$ cat src/rtl/uart_tx_if.sv
// rtl/uart_tx_if.sv - byte-write / serial-line interface of the uart transmitter
// The master side writes bytes; the slave side is the transmitter.
interface uart_tx_if;
  logic [7:0] tx_data;
  logic       tx_wr;
  logic       tx_flag;
  logic       tx_busy;
  logic       txd;

  modport master (
    output tx_data,
    output tx_wr,
    input  tx_flag,
    input  tx_busy,
    input  txd
  );

  modport slave (
    input  tx_data,
    input  tx_wr,
    output tx_flag,
    output tx_busy,
    output txd
  );
endinterface

$ cat src/rtl/uart_tx.sv
// rtl/uart_tx.sv - FIFO-buffered 8N1/8N2 serial transmitter with fixed baud divisor
// txd is registered one cycle behind the state, so every bit period is exactly BAUD_DIV cycles.
module uart_tx #(
  parameter int BAUD_DIV   = 434,
  parameter int FIFO_DEPTH = 4,
  parameter int STOP_BITS  = 1
) (
  input  logic      eclk,
  input  logic      ereset,
  uart_tx_if.slave  tx
);
  localparam int PW = $clog2(FIFO_DEPTH);
  localparam int CW = PW + 1;
  localparam logic [CW-1:0] DEPTH_C   = CW'(FIFO_DEPTH);
  localparam logic [15:0]   BAUD_LAST = 16'(BAUD_DIV - 1);
  localparam logic          LAST_STOP = (STOP_BITS == 2);

  typedef enum logic [1:0] {
    S_IDLE,
    S_START,
    S_DATA,
    S_STOP
  } state_e;

  state_e          state_q, state_d;
  logic [CW-1:0]   count_q, count_d;
  logic [PW-1:0]   wr_ptr_q, wr_ptr_d;
  logic [PW-1:0]   rd_ptr_q, rd_ptr_d;
  logic [7:0]      mem_q [FIFO_DEPTH];
  logic [7:0]      mem_d [FIFO_DEPTH];
  logic [15:0]     baud_q, baud_d;
  logic [2:0]      bit_idx_q, bit_idx_d;
  logic            stop_idx_q, stop_idx_d;
  logic [7:0]      shift_q, shift_d;
  logic            txd_q, txd_d;
  logic            busy_q, busy_d;

  logic            flag;
  logic            wr_accept;
  logic            pop;
  logic            baud_last;

  // Ready depends only on the registered count; a same-cycle pop never frees a slot early.
  assign flag      = (count_q != DEPTH_C);
  assign wr_accept = tx.tx_wr && flag;
  assign baud_last = (baud_q == BAUD_LAST);

  assign tx.tx_flag = flag;
  assign tx.tx_busy = busy_q;
  assign tx.txd     = txd_q;

  always_comb begin
    state_d    = state_q;
    baud_d     = baud_q;
    bit_idx_d  = bit_idx_q;
    stop_idx_d = stop_idx_q;
    shift_d    = shift_q;
    pop        = 1'b0;

    unique case (state_q)
      S_IDLE: begin
        if (count_q != '0) begin
          pop     = 1'b1;
          shift_d = mem_q[rd_ptr_q];
          baud_d  = '0;
          state_d = S_START;
        end
      end
      S_START: begin
        if (baud_last) begin
          baud_d    = '0;
          bit_idx_d = '0;
          state_d   = S_DATA;
        end else begin
          baud_d = baud_q + 16'd1;
        end
      end
      S_DATA: begin
        if (baud_last) begin
          baud_d    = '0;
          shift_d   = {1'b0, shift_q[7:1]};
          bit_idx_d = bit_idx_q + 3'd1;
          if (bit_idx_q == 3'd7) begin
            stop_idx_d = 1'b0;
            state_d    = S_STOP;
          end
        end else begin
          baud_d = baud_q + 16'd1;
        end
      end
      S_STOP: begin
        if (baud_last) begin
          baud_d = '0;
          if (stop_idx_q == LAST_STOP) begin
            // Chain straight into the next start bit when more bytes are waiting.
            if (count_q != '0) begin
              pop     = 1'b1;
              shift_d = mem_q[rd_ptr_q];
              state_d = S_START;
            end else begin
              state_d = S_IDLE;
            end
          end else begin
            stop_idx_d = stop_idx_q + 1'b1;
          end
        end else begin
          baud_d = baud_q + 16'd1;
        end
      end
      default: state_d = S_IDLE;
    endcase
  end

  always_comb begin
    mem_d    = mem_q;
    wr_ptr_d = wr_ptr_q;
    rd_ptr_d = rd_ptr_q;
    count_d  = count_q;

    if (wr_accept) begin
      mem_d[wr_ptr_q] = tx.tx_data;
      wr_ptr_d        = wr_ptr_q + 1'b1;
    end
    if (pop) begin
      rd_ptr_d = rd_ptr_q + 1'b1;
    end
    unique case ({wr_accept, pop})
      2'b10:   count_d = count_q + 1'b1;
      2'b01:   count_d = count_q - 1'b1;
      default: count_d = count_q;
    endcase
  end

  always_comb begin
    txd_d = 1'b1;
    if (state_q == S_START) begin
      txd_d = 1'b0;
    end else if (state_q == S_DATA) begin
      txd_d = shift_q[0];
    end
    // Registered from the current state so busy falls with the last stop bit on the line.
    busy_d = (state_q != S_IDLE) || (count_q != '0);
  end

  always_ff @(posedge eclk) begin
    if (ereset) begin
      state_q    <= S_IDLE;
      count_q    <= '0;
      wr_ptr_q   <= '0;
      rd_ptr_q   <= '0;
      baud_q     <= '0;
      bit_idx_q  <= '0;
      stop_idx_q <= 1'b0;
      shift_q    <= '0;
      txd_q      <= 1'b1;
      busy_q     <= 1'b0;
    end else begin
      state_q    <= state_d;
      count_q    <= count_d;
      wr_ptr_q   <= wr_ptr_d;
      rd_ptr_q   <= rd_ptr_d;
      baud_q     <= baud_d;
      bit_idx_q  <= bit_idx_d;
      stop_idx_q <= stop_idx_d;
      shift_q    <= shift_d;
      txd_q      <= txd_d;
      busy_q     <= busy_d;
    end
  end

  always_ff @(posedge eclk) begin
    mem_q <= mem_d;
  end
endmodule

$ cat src/flat_wrapper.sv
// flat-port wrapper written by rule: the top's interface ports become plain ports
module uart_tx_flat 
#(
  parameter int BAUD_DIV   = 434,
  parameter int FIFO_DEPTH = 4,
  parameter int STOP_BITS  = 1
)
  (eclk, ereset, tx_tx_data, tx_tx_wr, tx_tx_flag, tx_tx_busy, tx_txd);
  uart_tx_if tx_i ();
  input  logic eclk;
  input  logic ereset;
  input wire logic [$bits(tx_i.tx_data)-1:0] tx_tx_data;
  input wire logic [$bits(tx_i.tx_wr)-1:0] tx_tx_wr;
  output wire logic [$bits(tx_i.tx_flag)-1:0] tx_tx_flag;
  output wire logic [$bits(tx_i.tx_busy)-1:0] tx_tx_busy;
  output wire logic [$bits(tx_i.txd)-1:0] tx_txd;
  assign tx_i.tx_data = tx_tx_data;
  assign tx_i.tx_wr = tx_tx_wr;
  assign tx_tx_flag = tx_i.tx_flag;
  assign tx_tx_busy = tx_i.tx_busy;
  assign tx_txd = tx_i.txd;
  uart_tx #(.BAUD_DIV(BAUD_DIV), .FIFO_DEPTH(FIFO_DEPTH), .STOP_BITS(STOP_BITS)) u_core (.eclk(eclk), .ereset(ereset), .tx(tx_i));
endmodule
$ cat config.mk
export PLATFORM = sky130hd
export DESIGN_NAME = uart_tx_flat
export DESIGN_NICKNAME = d
export VERILOG_FILES = /design/src/rtl/uart_tx_if.sv /design/src/rtl/uart_tx.sv /design/src/flat_wrapper.sv
export SDC_FILE = /design/constraint.sdc
export NUM_CORES = 1
export LEC_CHECK = 0
export BUFFER_PORTS_ARGS = -buffer_cell sky130_fd_sc_hd__buf_2
export CAP_MARGIN = 40
export CORE_MARGIN = 2
export CORE_UTILIZATION = 55
export DETAILED_ROUTE_END_ITERATION = 8
export PLACE_DENSITY = 0.77
export SLEW_MARGIN = 20
export SYNTH_ARGS = -nofsm -noshare
export SYNTH_HDL_FRONTEND = slang
export SYNTH_SLANG_ARGS = --single-unit
export TNS_END_PERCENT = 50
$ cat constraint.sdc
create_clock -name eclk -period 2.7 [get_ports eclk]
set_input_delay 0.27 -clock eclk [delete_from_list [all_inputs] [get_ports eclk]]
set_output_delay 0.27 -clock eclk [all_outputs]
set_load 0.02 [all_outputs]
==> impl_metrics.csv, run 1 <==
group,metric,value,unit
floorplanning,start_util,0.575,
final_layout,fill_cells,485,
timing,tightest_slew,0.750,ns
final_layout,final_cell_mix,"nand2_1, dfxtp_1, edfxtp_1, inv_1, buf_4",
synthesis,synth-edff-count,32,
clock_tree,htree_levels,3,
timing,slew_headroom,0.500,
drt,drc_errors,0,
clock_tree,clk_pin_slew,0.08,ns
run_status,status,"completed",
synthesis,synth.distinct_cells,49,
worst_setup_path,arrival,2.85,ns
floorplanning,rows,28,
final_layout,finish.net_count,364,
drt,routed_via_density,6.06,
global_routing,grt_max_degree,34,
clock_tree,cts_setup_buffers,0,
timing,period_minus_slack,2.56,ns
clock_tree,cts_tree,"yes",
synthesis,synthArstFlopShare,0,
drt,met1Wirelength,2890,microns
pwr,vdd_drop_max,0.596,mV
pwr,leakage,1.36,nW
clock_tree,clock_sinks,70,
drt,wl_per_cell,15.9,microns
pwr,p_total,3.58,mW
worst_setup_path,crit_chain,"nor4_2 -> and4_1 -> a21oi_1 -> nor2_1 -> ha_2 -> inv_1 -> fa_1 -> xor2_1 -> or3_1 -> a21oi_1",
timing,finalSetupViolCount,0,
clock_tree,clk_path_buf_depth,2,
drt,wl_met2,3270,microns
synthesis,synth-seq-cells,70,
final_layout,n_antenna_cell,0,
drt,route.vias.total,2528,
worst_setup_path,worstPathRequired,2.98,ns
timing,fmax,0.390,GHz
synthesis,yosysWarnings,0,
global_routing,track_usage,0.208,
worst_setup_path,crit_path_max_incr_delay,0.42,ns
worst_setup_path,worstSetupStartpointType,"flop",
global_routing,grt-ovfl-total,0,
worst_setup_path,cp_top_family,"simple AND/OR/NAND/NOR gates",
floorplanning,die_w,82.9,microns
drt,dr_wl_met3,366,microns
place,hpwl,4540,microns
timing,skew,0.00642,ns
synthesis,synth_area,0.00342,sq mm
drt,routed.top_layer,"met4",
pwr,power_density,935,mW/mm^2
place,portBuffers,13,
timing,hold_viol,0,
floorplanning,die_area,0.00687,sq mm
worst_setup_path,crit_fanout,5,
worst_setup_path,crit_type,"flop to flop",
drt,drtIter0Drc,179,
place,gp_congestion,0.892,
clock_tree,insertion_delay,0.36,ns
synthesis,synthCells,314,
drt,dr.pass1.iters,5,
drt,postRouteAntennaNets,0,
worst_setup_path,cp_common_cell,"a21oi_1",
clock_tree,cts_buffers,9,
timing,timing.final.crit_share,0.949,
place,placed_area,0.00363,sq mm
floorplanning,core,0.00596,sq mm
timing,slew_viol_final,0,
floorplanning,die_h,82.9,microns
synthesis,syn-num-nets,341,
worst_setup_path,cp_slowest_cell,"fa_1",
global_routing,grt_pass1_wl,11600,microns
flow_run,cap_violations,0,
synthesis,syn_avg_cell_area,10.9,sq um
global_routing,grt_pass1_vias,2498,
floorplanning,io_pins,14,
worst_hold_path,min_path_type,"input pin to flop",
final_layout,multi_input_comb_area,0.00159,sq mm
global_routing,antenna_found_initial,0,
clock_tree,cts_root_buffer,"clkbuf_8",
final_layout,fin_area,0.00383,sq mm
worst_setup_path,cp_num_buf_inv,1,
synthesis,synth_ff_type,"dfxtp_1",
worst_setup_path,crit_path_end_kind,"flop",
drt,routed_wl,6650,microns
final_layout,layout-drive-gt1-share,0.208,
synthesis,yosysSeqAreaShare,0.503,
final_layout,area_growth,11.9,%
final_layout,register_area,0.00172,sq mm
sequential cells by signal, summed over array words and instances, names as in the netlist, 2 cells and up:
signal            flops
u_core.mem_q         32
u_core.baud_q        16
u_core.shift_q        8
u_core.bit_idx_q      3
u_core.count_q        3
u_core.rd_ptr_q       2
u_core.state_q        2
u_core.wr_ptr_q       2
worst paths after layout:
check                                       start                end  slack (ns)  cells past startpoint
worst min-delay path                tx_tx_data[4]   u_core.mem_q[12]        0.12                      1
worst max-delay path            u_core.baud_q[10]  u_core.count_q[2]        0.14                     10
worst max register to register  u_core.baud_q[10]  u_core.count_q[2]        0.14                     10
worst min register to register  u_core.shift_q[2]  u_core.shift_q[2]        0.46                      2
Yosys cell counts (3+ instances only):
| cell | count | area, sq um |
|---|---|---|
| a31oi_1 | 8 | 50.1 |
| nor2_1 | 14 | 52.6 |
| and3_1 | 4 | 25.0 |
| nand4_1 | 9 | 56.3 |
| mux4_2 | 8 | 180 |
| mux2_2 | 7 | 78.8 |
| ha_1 | 15 | 188 |
| clkbuf_1 | 13 | 48.8 |
| a211oi_1 | 3 | 22.5 |
| or3_1 | 4 | 25.0 |
| and4_1 | 3 | 26.3 |
| o211ai_1 | 4 | 30.0 |
| nor3_1 | 7 | 35.0 |
| xnor2_1 | 4 | 35.0 |
| inv_1 | 16 | 60.1 |
| nand3_1 | 11 | 55.1 |
| a21oi_1 | 11 | 55.1 |
| nor4_1 | 9 | 56.3 |
| mux2i_1 | 9 | 90.1 |
| or4b_1 | 3 | 30.0 |
| nand2_1 | 36 | 135 |
| o21ai_0 | 8 | 40.0 |
| dfxtp_1 | 38 | 761 |
| nor3b_1 | 4 | 30.0 |
| edfxtp_1 | 32 | 961 |
cell type report:
cell class	count	share of cell area
clock buffers	9	0.0323
flip-flops and latches	70	0.450
well taps	75	0.0245
repair buffers	28	0.0464
multi-input cells	211	0.415
inverters	17	0.0167
clock inverters	7	0.0150
report_power, final:
part	internal, mW	switching [mW]
Clock	0.345	0.441
Sequential	1.27	0.133
Combinational	0.622	0.776
layer usage:
layer  global-route usage  vias to the layer above
li1                     -                     1228
met1                0.266                     1213
met2                0.343                       75
met3               0.0487                       12
met4               0.0849                        0
met5                    0                        -
stage by stage:
| step | TNS (ns) | worst slack (ns) | utilization | instances | hold WS, ns |
|---|---|---|---|---|---|
| after global routing | -0.00491 | -0.00491 | 0.643 | 417 | 0.118 |
| after global placement | 0 | 0.138 | 0.610 | 401 | 0.441 |
| final | 0 | 0.136 | 0.643 | 417 | 0.123 |
| after floorplan | 0 | 0.0427 | - | 314 | 0.369 |
| after CTS | 0 | 0.0491 | 0.640 | 417 | 0.110 |
| after detailed placement | 0 | 0.0830 | 0.610 | 401 | 0.452 |
timing repair:
item                       4_1_cts  5_1_grt
hold buffers                     0        0
setup endpoints to repair        0        1
gates resized for setup          0        6
cells by family after synthesis:
logic type	after synthesis	share of synthesized area
AOI/OAI and AO/OA	44	0.0841
DFF	70	0.503
buffers and inverters	33	0.0366
muxes	24	0.102
adders and majority gates	16	0.0607
and+or+nand+nor	121	0.198
xor gates and xnor gates	6	0.0154
No activity file was read; power rests on OpenSTA's default activity.
==> run 2: changes to the inputs <==
--- a/config.mk
+++ b/config.mk
@@ -5,11 +5,13 @@
 export SDC_FILE = /design/constraint.sdc
 export NUM_CORES = 1
 export LEC_CHECK = 0
+export ABC_CLOCK_PERIOD_IN_PS = 2700
 export BUFFER_PORTS_ARGS = -buffer_cell sky130_fd_sc_hd__buf_2
 export CAP_MARGIN = 40
 export CORE_MARGIN = 2
 export CORE_UTILIZATION = 55
 export DETAILED_ROUTE_END_ITERATION = 8
+export GPL_TIMING_DRIVEN = 0
 export PLACE_DENSITY = 0.77
 export SLEW_MARGIN = 20
 export SYNTH_ARGS = -nofsm -noshare
==> run 2 against run 1 <==
  * Die area unchanged
  * Utilization is 0.95 points higher
  * Flip-flop and latch count unchanged
  * Via count grew 1.1%
  * Hold slack better by 0.011 ns
  * Largest cell class unchanged
  * Largest power group is now combinational logic
  * Highest routed layer unchanged
==> impl_metrics.csv, run 2 (synthesis results as in run 1) <==
group,metric,value,unit
worst_setup_path,arrival,2.87,ns
clock_tree,clk_pin_slew,0.08,ns
global_routing,grt_pass1_vias,2490,
drt,routed_wl,7270,microns
timing,skew,0.0102,ns
final_layout,fin_area,0.00389,sq mm
worst_setup_path,rrSetupSlack,0.11,ns
timing,period_minus_slack,2.59,ns
place,hpwl,4870,microns
floorplanning,rows,28,
pwr,power_density,959,mW/mm^2
run_status,status,"completed",
floorplanning,core,0.00596,sq mm
pwr,leakage,1.35,nW
final_layout,final_cell_mix,"nand2_1, dfxtp_1, edfxtp_1, inv_1",
clock_tree,cts_tree,"yes",
worst_setup_path,crit_fanout,6,
worst_hold_path,min_path_type,"input pin to flop",
final_layout,reg_top3,"u_core.mem_q: 32 flops, u_core.baud_q: 16 flops, u_core.shift_q: 8 flops",
final_layout,area_growth,13.6,%
drt,drc_errors,0,
place,placed_area,0.00358,sq mm
worst_setup_path,crit_type,"flop to flop",
timing,tightest_slew,0.745,ns
clock_tree,clock_sinks,70,
timing,fmax,0.386,GHz
global_routing,antenna_found_initial,0,
drt,wl_per_cell,17.3,microns
timing,hold_viol,0,
place,portBuffers,13,
drt,postRouteAntennaNets,0,
clock_tree,clk_path_buf_depth,2,
clock_tree,insertion_delay,0.35,ns
drt,route.vias.total,2557,
final_layout,layout-drive-gt1-share,0.202,
timing,finalSetupViolCount,0,
final_layout,largest-register,"u_core.mem_q",
floorplanning,die_h,82.9,microns
place,gp_congestion,0.851,
clock_tree,cts_root_buffer,"clkbuf_8",
global_routing,grt_max_degree,14,
timing,slew_headroom,0.501,
flow_run,cap_violations,0,
clock_tree,ctsHoldBuffers,0,
global_routing,grt-ovfl-total,0,
drt,drtIter0Drc,242,
final_layout,largest_reg_flops,32,
clock_tree,cts_buffers,9,
drt,dr.pass1.iters,4,
worst_setup_path,crit_path_end_kind,"flop",
pwr,p_total,3.73,mW
global_routing,track_usage,0.216,
clock_tree,htree_levels,3,
timing,slew_viol_final,0,
worst_setup_path,worstPathRequired,2.98,ns
worst_setup_path,worstSetupStartpointType,"flop",
drt,routed_via_density,6.07,
floorplanning,start_util,0.575,
final_layout,finish.net_count,368,
timing,fin_hold_ws,0.133,ns
floorplanning,die_area,0.00687,sq mm
place,dp_cells,402,
final_layout,layout_commonest_cell,"nand2_1",
floorplanning,io_pins,14,
timing,timing.final.crit_share,0.958,
final_layout,final_cell_count_no_fill,421,
global_routing,grt_pass1_wl,12000,microns
final_layout,n_antenna_cell,0,
pwr,vdd_drop_max,0.589,mV
floorplanning,die_w,82.9,microns
## run 2: cell types whose count changed in the layout (fill, tap and decap cells not counted), sizes merged
cell	before	now
clkbuf	9	22
inv	19	18
clkinv	3	4
clkinvlp	2	0
buf	28	20
bufinv	0	1
## run 2: repair_timing
item / in CTS / in global routing
resized for setup: 8 / 12
setup buffers: 0 / 4
setup endpoints to repair: 2 / 1
pin swaps: 0 / 6
## run 2: critical path: stages, from the launching register on
cell and delay (ns):
dfxtp_4 0.37, inv_1 0.06, ha_2 0.16, nor3b_4 0.20, and4_4 0.30, a21oi_2 0.07
nor2_1 0.12, ha_2 0.21, inv_1 0.06, fa_2 0.33, xor2_1 0.16, or3_4 0.37
a21oi_2 0.12
## run 2: path summary, 6_finish.rpt
path              depth (start not counted)               from           endpoint
setup / recovery                         12   u_core.baud_q[1]  u_core.count_q[2]
hold / removal                            1      tx_tx_data[6]    u_core.mem_q[6]
setup reg to reg                         12   u_core.baud_q[1]  u_core.count_q[2]
hold reg to reg                           2  u_core.shift_q[3]  u_core.shift_q[3]
## run 2: area by class of cell
type                       instances  area, sq um
fill                             484         2070
buffer                            14         53.8
tap                               75         93.8
clock inverter                     6         70.1
sequential                        70         1730
inverter                          17         63.8
timing repair buffer              18          103
clock buffer                      10          128
multi-input combinational        211         1640
## run 2: layer usage
metal	global-route usage	vias up	wire [microns]
li1	-	1232	-
met1	0.290	1248	3260
met2	0.342	66	3530
met3	0.0527	11	366
met4	0.0820	0	102
met5	0	-	0
## run 2: through the flow
stage               setup TNS (ns)  utilization  setup slack [ns]
CTS                              0        0.637           0.00697
finish                           0        0.653             0.112
detailed placement          -0.421        0.601            -0.343
global route              -0.00267        0.653          -0.00267
floorplan                        0            -            0.0427
global placement            -0.247        0.601            -0.230
## run 2: report_power, final
part	total [mW]	switching (mW)	internal, mW
sequential	1.37	0.102	1.27
clock	0.855	0.420	0.435
combinational	1.50	0.862	0.637
total	3.73	1.38	2.34
